`config.mk`:
```
export PLATFORM = sky130hd
export DESIGN_NAME = ibex_mem_arbiter
export DESIGN_NICKNAME = d
export VERILOG_FILES = /design/src/rtl/mem_arb_pkg.sv /design/src/rtl/mem_arb_resp_reg.sv /design/src/rtl/ibex_mem_arbiter.sv
export SDC_FILE = /design/constraint.sdc
export NUM_CORES = 1
export LEC_CHECK = 0
export CELL_PAD_IN_SITES_DETAIL_PLACEMENT = 1
export CELL_PAD_IN_SITES_GLOBAL_PLACEMENT = 2
export CORE_MARGIN = 2
export CORE_UTILIZATION = 11
export CTS_BUF_LIST = sky130_fd_sc_hd__clkbuf_8
export DETAILED_ROUTE_END_ITERATION = 7
export PLACE_DENSITY_LB_ADDON = 0.25
export SLEW_MARGIN = 10
export SYNTH_ARGS = -nofsm -noshare
export SYNTH_HDL_FRONTEND = slang
export SYNTH_SLANG_ARGS = --single-unit
```
`constraint.sdc`:
```
create_clock -name clk_sys -period 2.9 [get_ports clk_sys]
set_clock_uncertainty 0.15 [all_clocks]
set_input_delay 0.29 -clock clk_sys [delete_from_list [all_inputs] [get_ports clk_sys]]
set_output_delay 0.29 -clock clk_sys [all_outputs]
set_load 0.01 [all_outputs]
```
`src/rtl/mem_arb_pkg.sv`:
```
// Shared types and helpers for the Ibex instruction/data SRAM arbiter.
package mem_arb_pkg;

    localparam int MEM_ADDR_W = 32;
    localparam int MEM_BE_W   = 4;

    typedef enum logic {
        OWNER_INSTR = 1'b0,
        OWNER_DATA  = 1'b1
    } owner_e;

    // True when addr falls inside the power-of-two window [start, start+size).
    function automatic logic in_window(
        input logic [MEM_ADDR_W-1:0] addr,
        input logic [MEM_ADDR_W-1:0] start,
        input logic [MEM_ADDR_W-1:0] size
    );
        return ((addr & ~(size - MEM_ADDR_W'(1))) == start);
    endfunction

endpackage

```
`src/rtl/mem_arb_resp_reg.sv`:
```
// One-cycle response stage: remembers who was granted last cycle and steers
// the SRAM read data (or a bus error) back to that owner only.
module mem_arb_resp_reg
    import mem_arb_pkg::*;
(
    input  logic        clk_sys,
    input  logic        rst_sys_n,
    input  logic        i_load,
    input  logic        i_owner_data,
    input  logic        i_err,
    input  logic        i_we,
    input  logic [31:0] i_mem_rdata,
    output logic        o_instr_rvalid,
    output logic [31:0] o_instr_rdata,
    output logic        o_instr_err,
    output logic        o_data_rvalid,
    output logic [31:0] o_data_rdata,
    output logic        o_data_err
);

    logic   r_valid;
    owner_e r_owner;
    logic   r_err;
    logic   r_rd;

    always_ff @(posedge clk_sys or negedge rst_sys_n) begin
        if (!rst_sys_n) begin
            r_valid <= 1'b0;
            r_owner <= OWNER_INSTR;
            r_err   <= 1'b0;
            r_rd    <= 1'b0;
        end else begin
            r_valid <= i_load;
            r_owner <= i_owner_data ? OWNER_DATA : OWNER_INSTR;
            r_err   <= i_load & i_err;
            r_rd    <= i_load & ~i_err & ~i_we;
        end
    end

    logic        w_instr_own;
    logic        w_data_own;
    logic [31:0] w_rdata;

    always_comb begin
        w_instr_own = r_valid & (r_owner == OWNER_INSTR);
        w_data_own  = r_valid & (r_owner == OWNER_DATA);
        // Writes and errors return zero data rather than stale SRAM output.
        w_rdata     = r_rd ? i_mem_rdata : 32'h0;
    end

    assign o_instr_rvalid = w_instr_own;
    assign o_instr_rdata  = w_instr_own ? w_rdata : 32'h0;
    assign o_instr_err    = w_instr_own & r_err;
    assign o_data_rvalid  = w_data_own;
    assign o_data_rdata   = w_data_own ? w_rdata : 32'h0;
    assign o_data_err     = w_data_own & r_err;

endmodule

```
`src/rtl/ibex_mem_arbiter.sv`:
```
// Fetch/LSU arbiter in front of a single-port SRAM with bounded data starvation.
// Define MEM_ARB_STATS_EN to build the stall_cnt_o contention counter.
module ibex_mem_arbiter
    import mem_arb_pkg::*;
#(
    parameter logic [31:0] MEM_START = 32'h0000_0000,
    parameter int          MEM_SIZE  = 8192,
    parameter int          MAX_WAIT  = 4
) (
    input  logic        clk_sys,
    input  logic        rst_sys_n,
    input  logic        instr_req_i,
    input  logic [31:0] instr_addr_i,
    output logic        instr_gnt_o,
    output logic        instr_rvalid_o,
    output logic [31:0] instr_rdata_o,
    output logic        instr_err_o,
    input  logic        data_req_i,
    input  logic        data_we_i,
    input  logic [3:0]  data_be_i,
    input  logic [31:0] data_addr_i,
    input  logic [31:0] data_wdata_i,
    output logic        data_gnt_o,
    output logic        data_rvalid_o,
    output logic [31:0] data_rdata_o,
    output logic        data_err_o,
    output logic        mem_req_o,
    output logic        mem_we_o,
    output logic [3:0]  mem_be_o,
    output logic [31:0] mem_addr_o,
    output logic [31:0] mem_wdata_o,
    input  logic [31:0] mem_rdata_i,
    output logic [31:0] stall_cnt_o
);

    localparam logic [7:0]  LP_MAX_WAIT = 8'(MAX_WAIT);
    localparam logic [31:0] LP_SIZE     = 32'(MEM_SIZE);

    logic [7:0]  r_starve;
    logic [7:0]  w_starve_next;
    logic        w_sel_data;
    logic        w_instr_gnt;
    logic        w_data_gnt;
    logic        w_any_gnt;
    logic [31:0] w_addr;
    logic        w_in_range;
    logic        w_mem_req;
    logic        w_we;

    // Grants are gated by reset so every output reads zero while it is held.
    always_comb begin
        w_sel_data  = data_req_i & (~instr_req_i | (r_starve == LP_MAX_WAIT));
        w_instr_gnt = rst_sys_n & instr_req_i & ~w_sel_data;
        w_data_gnt  = rst_sys_n & w_sel_data;
        w_any_gnt   = w_instr_gnt | w_data_gnt;
        w_addr      = w_sel_data ? data_addr_i : instr_addr_i;
        w_in_range  = in_window(w_addr, MEM_START, LP_SIZE);
        w_mem_req   = w_any_gnt & w_in_range;
        w_we        = w_sel_data & data_we_i;
    end

    always_comb begin
        mem_req_o   = w_mem_req;
        mem_we_o    = 1'b0;
        mem_be_o    = 4'h0;
        mem_addr_o  = 32'h0;
        mem_wdata_o = 32'h0;
        if (w_mem_req) begin
            mem_addr_o = w_addr;
            if (w_sel_data) begin
                mem_we_o    = data_we_i;
                mem_be_o    = data_be_i;
                mem_wdata_o = data_wdata_i;
            end else begin
                mem_be_o    = 4'hF;
            end
        end
    end

    assign instr_gnt_o = w_instr_gnt;
    assign data_gnt_o  = w_data_gnt;

    always_comb begin
        w_starve_next = r_starve;
        if (!data_req_i || w_data_gnt) begin
            w_starve_next = 8'h0;
        end else if (w_instr_gnt && (r_starve != LP_MAX_WAIT)) begin
            w_starve_next = r_starve + 8'h1;
        end
    end

    always_ff @(posedge clk_sys or negedge rst_sys_n) begin
        if (!rst_sys_n) begin
            r_starve <= 8'h0;
        end else begin
            r_starve <= w_starve_next;
        end
    end

`ifdef MEM_ARB_STATS_EN
    logic [31:0] r_stall_cnt;
    logic        w_stall;

    assign w_stall = (instr_req_i & ~w_instr_gnt) | (data_req_i & ~w_data_gnt);

    always_ff @(posedge clk_sys or negedge rst_sys_n) begin
        if (!rst_sys_n) begin
            r_stall_cnt <= 32'h0;
        end else if (w_stall) begin
            r_stall_cnt <= r_stall_cnt + 32'h1;
        end
    end

    assign stall_cnt_o = r_stall_cnt;
`else
    assign stall_cnt_o = 32'h0;
`endif

    mem_arb_resp_reg u_resp_reg (
        .clk_sys        (clk_sys),
        .rst_sys_n      (rst_sys_n),
        .i_load         (w_any_gnt),
        .i_owner_data   (w_data_gnt),
        .i_err          (~w_in_range),
        .i_we           (w_we),
        .i_mem_rdata    (mem_rdata_i),
        .o_instr_rvalid (instr_rvalid_o),
        .o_instr_rdata  (instr_rdata_o),
        .o_instr_err    (instr_err_o),
        .o_data_rvalid  (data_rvalid_o),
        .o_data_rdata   (data_rdata_o),
        .o_data_err     (data_err_o)
    );

endmodule

```
==> flow_summary.toml <==
[setup_path]
cp-startpoint = "r_starve[1]"
cp-start-kind = "register"
cp_max_fo = 16
r2r_start = "r_starve[1]"
critPathMaxStageDelay_ps = 510
required_ps = 2460
cp-end-kind = "primary output"
arrival_ps = 2390
crit_slowest_cell = "or4b_4"
r2r-end = "r_starve[4]"
r2r_setup_slack_ps = 760
critical_path_class = "register to primary output"
crit_chain = "inv_1 > ha_1 > or4b_4 > o31ai_4 > buf_12 > nand4_1 > a21oi_1 > clkdlybuf4s15_1"
reg2reg_depth = 7
critPathCapture = "mem_addr_o[4]"

[global_route]
grt_overflow = 0
grt_pass1_vias = 3501
grt_use_met1_pct = 9.63
grtUsageTotal_pct = 10.0
busiest_layer = "met2"
grt_first_pass_wirelength_mm = 18.2
grt_max_degree = 35
grt_util_met2_pct = 19.6
antenna_found_initial = 0
use_met3_pct = 4.31

[min_path]
min_path_type = "input pin to async pin"

[outcome]
run_status = "finished clean"

[sta]
hold_viol = 0
final_max_slew_viol_count = 0
setup_violations = 0
max_freq_ghz = 0.353
post-route-period-util_pct = 97.6
rsz0062_at_grt = "no"
setup_ws_ps = 70.3
fin_crit_ps = 2830

[placed_design]
gp_congestion = 0.772
placed_cells = 900
hpwl_mm = 10.7
io_buffers = 257
place_ws_ps = -45.1

[yosys]
syn_inst = 370
synthArstFlopShare_pct = 100
synth_area_sq_mm = 0.00240
ys.warnings.count = 0
synth-edff-count = 0
ys.flop_type = "dfrtp_1"
yosysSeqAreaShare_pct = 12.5
synth-seq-cells = 12
avgSynthCellArea_sq_um = 6.48
yosys.cell_types.count = 38

[route]
num_vias = 3387
drtAntennaViolNets = 0
wl_mm = 12.5
wl_per_cell_microns = 13.9
drt_pre_antenna_iters = 6
dr.first_iter.drc_count = 91
via_per_inst = 3.75
drc = 0

[final_layout]
nets = 769
multi_input_area_sq_mm = 0.00171
filler_cell_count = 2602
instances_no_fill = 903
areaGrowthSynthToFinish_pct = 114
postLayoutCoreUtil_pct = 24.2
num_antenna_cells = 0
regArea_sq_um = 300
drive_gt1_share_pct = 11.0

[power]
power_density_mw_per_mm2 = 131
p_leak_nw = 2.14
peakVddDrop_mv = 0.0980

[clock_network]
clk_pin_slew_ps = 50
clkSinkCount = 12
cts_buffers = 3
cts_buffer_depth = 2
cts_hold_buf = 0
postCtsSetupRepairBufs = 0
cts_max_level = 1
clock_latency_ps = 250
cts_tree = "done"
cts_root_buf = "clkbuf_8"

[die]
fp.coreArea_sq_mm = 0.0212
start_util_pct = 11.3
die_x_microns = 152
ioPinCount = 309
fp.dieH_microns = 152
rows = 53
die-area_sq_mm = 0.0230

[flow_run]
maxCapViolCount = 0
-- metrics by stage --
step	hold slack, ps	area [sq um]	setup TNS [ps]	total power, W
floorplan	-156	2580	0	0.000338
global placement	407	5160	-59.2	0.000515
detailed placement	416	5160	-352	0.000519
CTS	387	5160	0	0.000679
global route	417	5140	0	0.000718
finish	365	5140	0	0.000673
-- synth_stat cells (all sizes together), types with 2 or more instances --
library cell	n	share of area (%)
o31ai	2	1.2
nor4b	2	0.73
xor2	2	0.73
dfrtp	12	13
nand4	32	8.4
nand2	36	5.6
xnor2	4	1.5
buf	53	17
and2	46	12
ha	2	1.0
and2b	9	3.3
dlygate4sd1	2	0.73
nand3	4	0.84
nor2	76	12
inv	8	1.3
clkbuf	24	6.3
and4	3	1.1
nor2b	7	1.8
o21ai	2	0.42
a21oi	20	4.2
nor4	10	2.6
a21o	3	0.99
-- registers in the layout, summed over array words and instances (netlist names) --
signal	cells
u_resp_reg.r_owner	1
r_starve	8
u_resp_reg.r_valid	1
u_resp_reg.r_rd	1
u_resp_reg.r_err	1
-- worst min path at each step --
stage	startpoint	endpoint	slack, ps	cells past startpoint
detailed placement	r_starve[1]	r_starve[1]	420	2
CTS	rst_sys_n	r_starve[5]	390	2
global route	rst_sys_n	r_starve[1]	420	2
finish	rst_sys_n	r_starve[0]	370	2
floorplan	rst_sys_n	r_starve[0]	-160	0
global placement	r_starve[1]	r_starve[1]	410	2
-- what timing repair did --
action,CTS,global route
setup endpoints to repair,52,16
endpoints found under the hold margin,0,0
resized for setup,54,28
-- metal layers --
layer | vias to the layer above | wire length, microns
li1 | 1635 | -
met1 | 1535 | 4150
met2 | 212 | 6410
met3 | 5 | 1850
met4 | 0 | 111
met5 | - | 0
-- worst max-delay path, delay by kind of cell, from the launching register on --
kind,cells,cell delay [ps]
buf+inv,3,520
simple gates,2,580
fa+ha+maj,1,180
flops,1,380
compound gates,2,470
-- report_power, final --
group | internal, W | total, W | switching [W]
Sequential | 0.000172 | 0.000174 | 0.00000196
Combinational | 0.000212 | 0.000343 | 0.000132
Clock | 0.0000918 | 0.000156 | 0.0000643
-- logic make-up (layout without fill, tap and decap cells) --
group	count (synthesis)	after routing	synth area share, %
other	1	51	0.157
DFF	12	12	12.5
and+or+nand+nor	233	233	51.4
xor gates and xnor gates	6	6	2.19
AOI/OAI and AO/OA	29	29	7.52
buffers and inverters	87	295	25.2
adders and majority gates	2	2	1.04
-- layout by cell type (no fill, tap or decap), drive strengths merged, types with 4 or more instances in the layout --
master           n
clkdlybuf4s50  205
nor2            76
conb            51
and2            46
nand2           36
dlygate4sd2     36
nand4           32
buf             27
a21oi           20
clkbuf          14
dfrtp           12
nor4            10
and2b            9
inv              8
nor2b            7
nand3            4
xnor2            4
-- cell type report --
cell class	count	share of cell area [%]
clock buffers	3	0.804
inverters	8	0.585
multi-input cells	321	33.4
flip-flops and latches	12	5.85
well taps	275	6.70
repair buffers	284	52.7
(Power assumes the default switching activity.)
==> patch (same flow settings) <==
Build with the macro `MEM_ARB_STATS_EN` defined.
--- a/src/rtl/ibex_mem_arbiter.sv
+++ b/src/rtl/ibex_mem_arbiter.sv
@@ -1,5 +1,7 @@
 // Fetch/LSU arbiter in front of a single-port SRAM with bounded data starvation.
 // Define MEM_ARB_STATS_EN to build the stall_cnt_o contention counter.
+`define MEM_ARB_STATS_EN
+
 module ibex_mem_arbiter
     import mem_arb_pkg::*;
 #(
Function: changed (a bounded check fails within 4 cycles, from zero or initial values and one cycle with rst_sys_n low).
==> patch against the original RTL <==
Final cell count increased by 37%. Routed wire length increased by 69%. Area after synthesis increased by 54%. Global-route usage increased by 1.7 points. Sequential power increased to 4.3 times the old value. Power increased to 2.8 times the old value. Worst setup slack improved by 0.054 ns. Combinational power increased by 86%. Fmax increased by 1.9%. Final area increased by 43%. Sequential cell count increased by 32. Clock power increased to 3.2 times the old value. Highest routed layer is now met5.
==> patch: results <==
group,metric,value,unit
grt,grt.met1_usage,14.93,%
route,wl_met1,9324,µm
worst_setup_path,cpMaxStageDelayCell,"sky130_fd_sc_hd__dfrtp_1",
place,placement.io_buffers,289,
grt,grt_usage,11.78,%
worst_setup_path,worstReg2RegStart,"r_starve[0]",
power,leakage,2.946,nW
route,route.met2.wl,9634,µm
grt,grt_pass1_wl,31890,µm
worst_setup_path,worstPathArrival,2.34,ns
hold_path,hold_path.class,"reg -> reg",
clocking,h-tree-depth,2,
worst_setup_path,timing.reg2reg.worst_path_depth,6,
timing,achievable-frequency,0.3602,GHz
place,placed_cells_incl_taps,1219,
finish,drive_gt1_share,10.45,%
worst_setup_path,critical-path-max-stage-delay,0.40,ns
yosys,unique_masters_post_synth,49,
route,route.top_layer_used,"met5",
route,drt-initial-drc-count,169,
yosys,synth.top_cells.by_area,"sky130_fd_sc_hd__dfrtp_1, sky130_fd_sc_hd__nor2_1, sky130_fd_sc_hd__and3_1, sky130_fd_sc_hd__xnor2_1, sky130_fd_sc_hd__buf_4",
grt,number_of_global_route_vias_before_repair,4901,
worst_setup_path,worst_path_dominant_cell_family,"simple AND/OR/NAND/NOR gates",
yosys,asr_flop_ratio_synth,100.0,%
clocking,cts_buf_count,5,
place,dp_slack,-0.06365,ns
grt,antenna_violations_before_repair,2,
timing,setup_viol_count_final,0,
yosys,synth_sequential_area_ratio,29.84,%
yosys,synth_commonest_cells,"sky130_fd_sc_hd__nor2_1, sky130_fd_sc_hd__nand2_1, sky130_fd_sc_hd__dfrtp_1",
run_status,status,"completed",
worst_setup_path,crit_path_max_fanout,17,
finish,number_of_flip_flops_under_the_largest_register_name,32,
worst_setup_path,cp-endpoint,"mem_wdata_o[17]",
finish,finish.net_count,924,
clocking,clk_pin_slew_worst_paths,0.09,ns
grt,globalRouteMet3Util,4.390,%
grt,grt.met2_usage,19.13,%
clocking,clkLatencyLatePin,0.32,ns
route,average_detailed_routed_wire_length_per_instance,17.15,µm
worst_setup_path,worstReg2RegEnd,"u_resp_reg.r_err",
place,placedInstanceArea,0.007214,mm²
route,vias,4600,
worst_setup_path,regToRegSetupSlack,0.91,ns
## patch: final cells by class
type                       instances  area [µm²]
sequential                        44        1101
inverter                          11       41.29
clock buffer                       5       68.82
tap                              448       560.5
multi-input combinational        390        2318
clock inverter                     3       38.79
fill                            3965       25950
timing repair buffer             332        3204
## patch: worst reg2reg max path, cell delays in order (launching register included)
cell and delay, ns:
sky130_fd_sc_hd__dfrtp_1 0.40, sky130_fd_sc_hd__inv_1 0.09, sky130_fd_sc_hd__ha_1 0.17, sky130_fd_sc_hd__and4bb_2 0.32, sky130_fd_sc_hd__a21boi_4 0.10, sky130_fd_sc_hd__o211ai_2 0.41, sky130_fd_sc_hd__and3_1 0.28
## patch: worst min-delay path by stage
stage                    startpoint                 end  slack (ns)  cells past startpoint
floorplan                 rst_sys_n         r_starve[0]       -0.16                      0
global placement          rst_sys_n  u_resp_reg.r_valid        0.21                      2
detailed placement        rst_sys_n         r_starve[4]        0.21                      2
CTS                 stall_cnt_o[31]     stall_cnt_o[31]        0.34                      1
global route        stall_cnt_o[31]     stall_cnt_o[31]        0.36                      1
finish              stall_cnt_o[19]     stall_cnt_o[19]        0.34                      1
## patch: timing repair
action / 4_1_cts / 5_1_grt
setup buffers: 1 / 3
resized for setup: 76 / 26
hold buffers: 1 / 0
pin swaps: 1 / 2
setup endpoints to repair: 52 / 31
cloned: 1 / 0
endpoints found under the hold margin: 12 / 0
## patch: cells by family after synthesis
kind of cell	Yosys count	synth area share (%)
compound gates	45	7.968
xor+xnor	36	8.545
fa+ha+maj	3	1.017
buf+inv	69	10.00
flops	44	29.84
mux	2	0.5765
other cells	1	0.1016
simple gates	285	41.95
## patch: where the power goes
group	internal (W)	switching, W
clock	0.000253	0.000241
combinational	0.000352	0.000286
sequential	0.000670	0.0000704
total	0.00127	0.000597
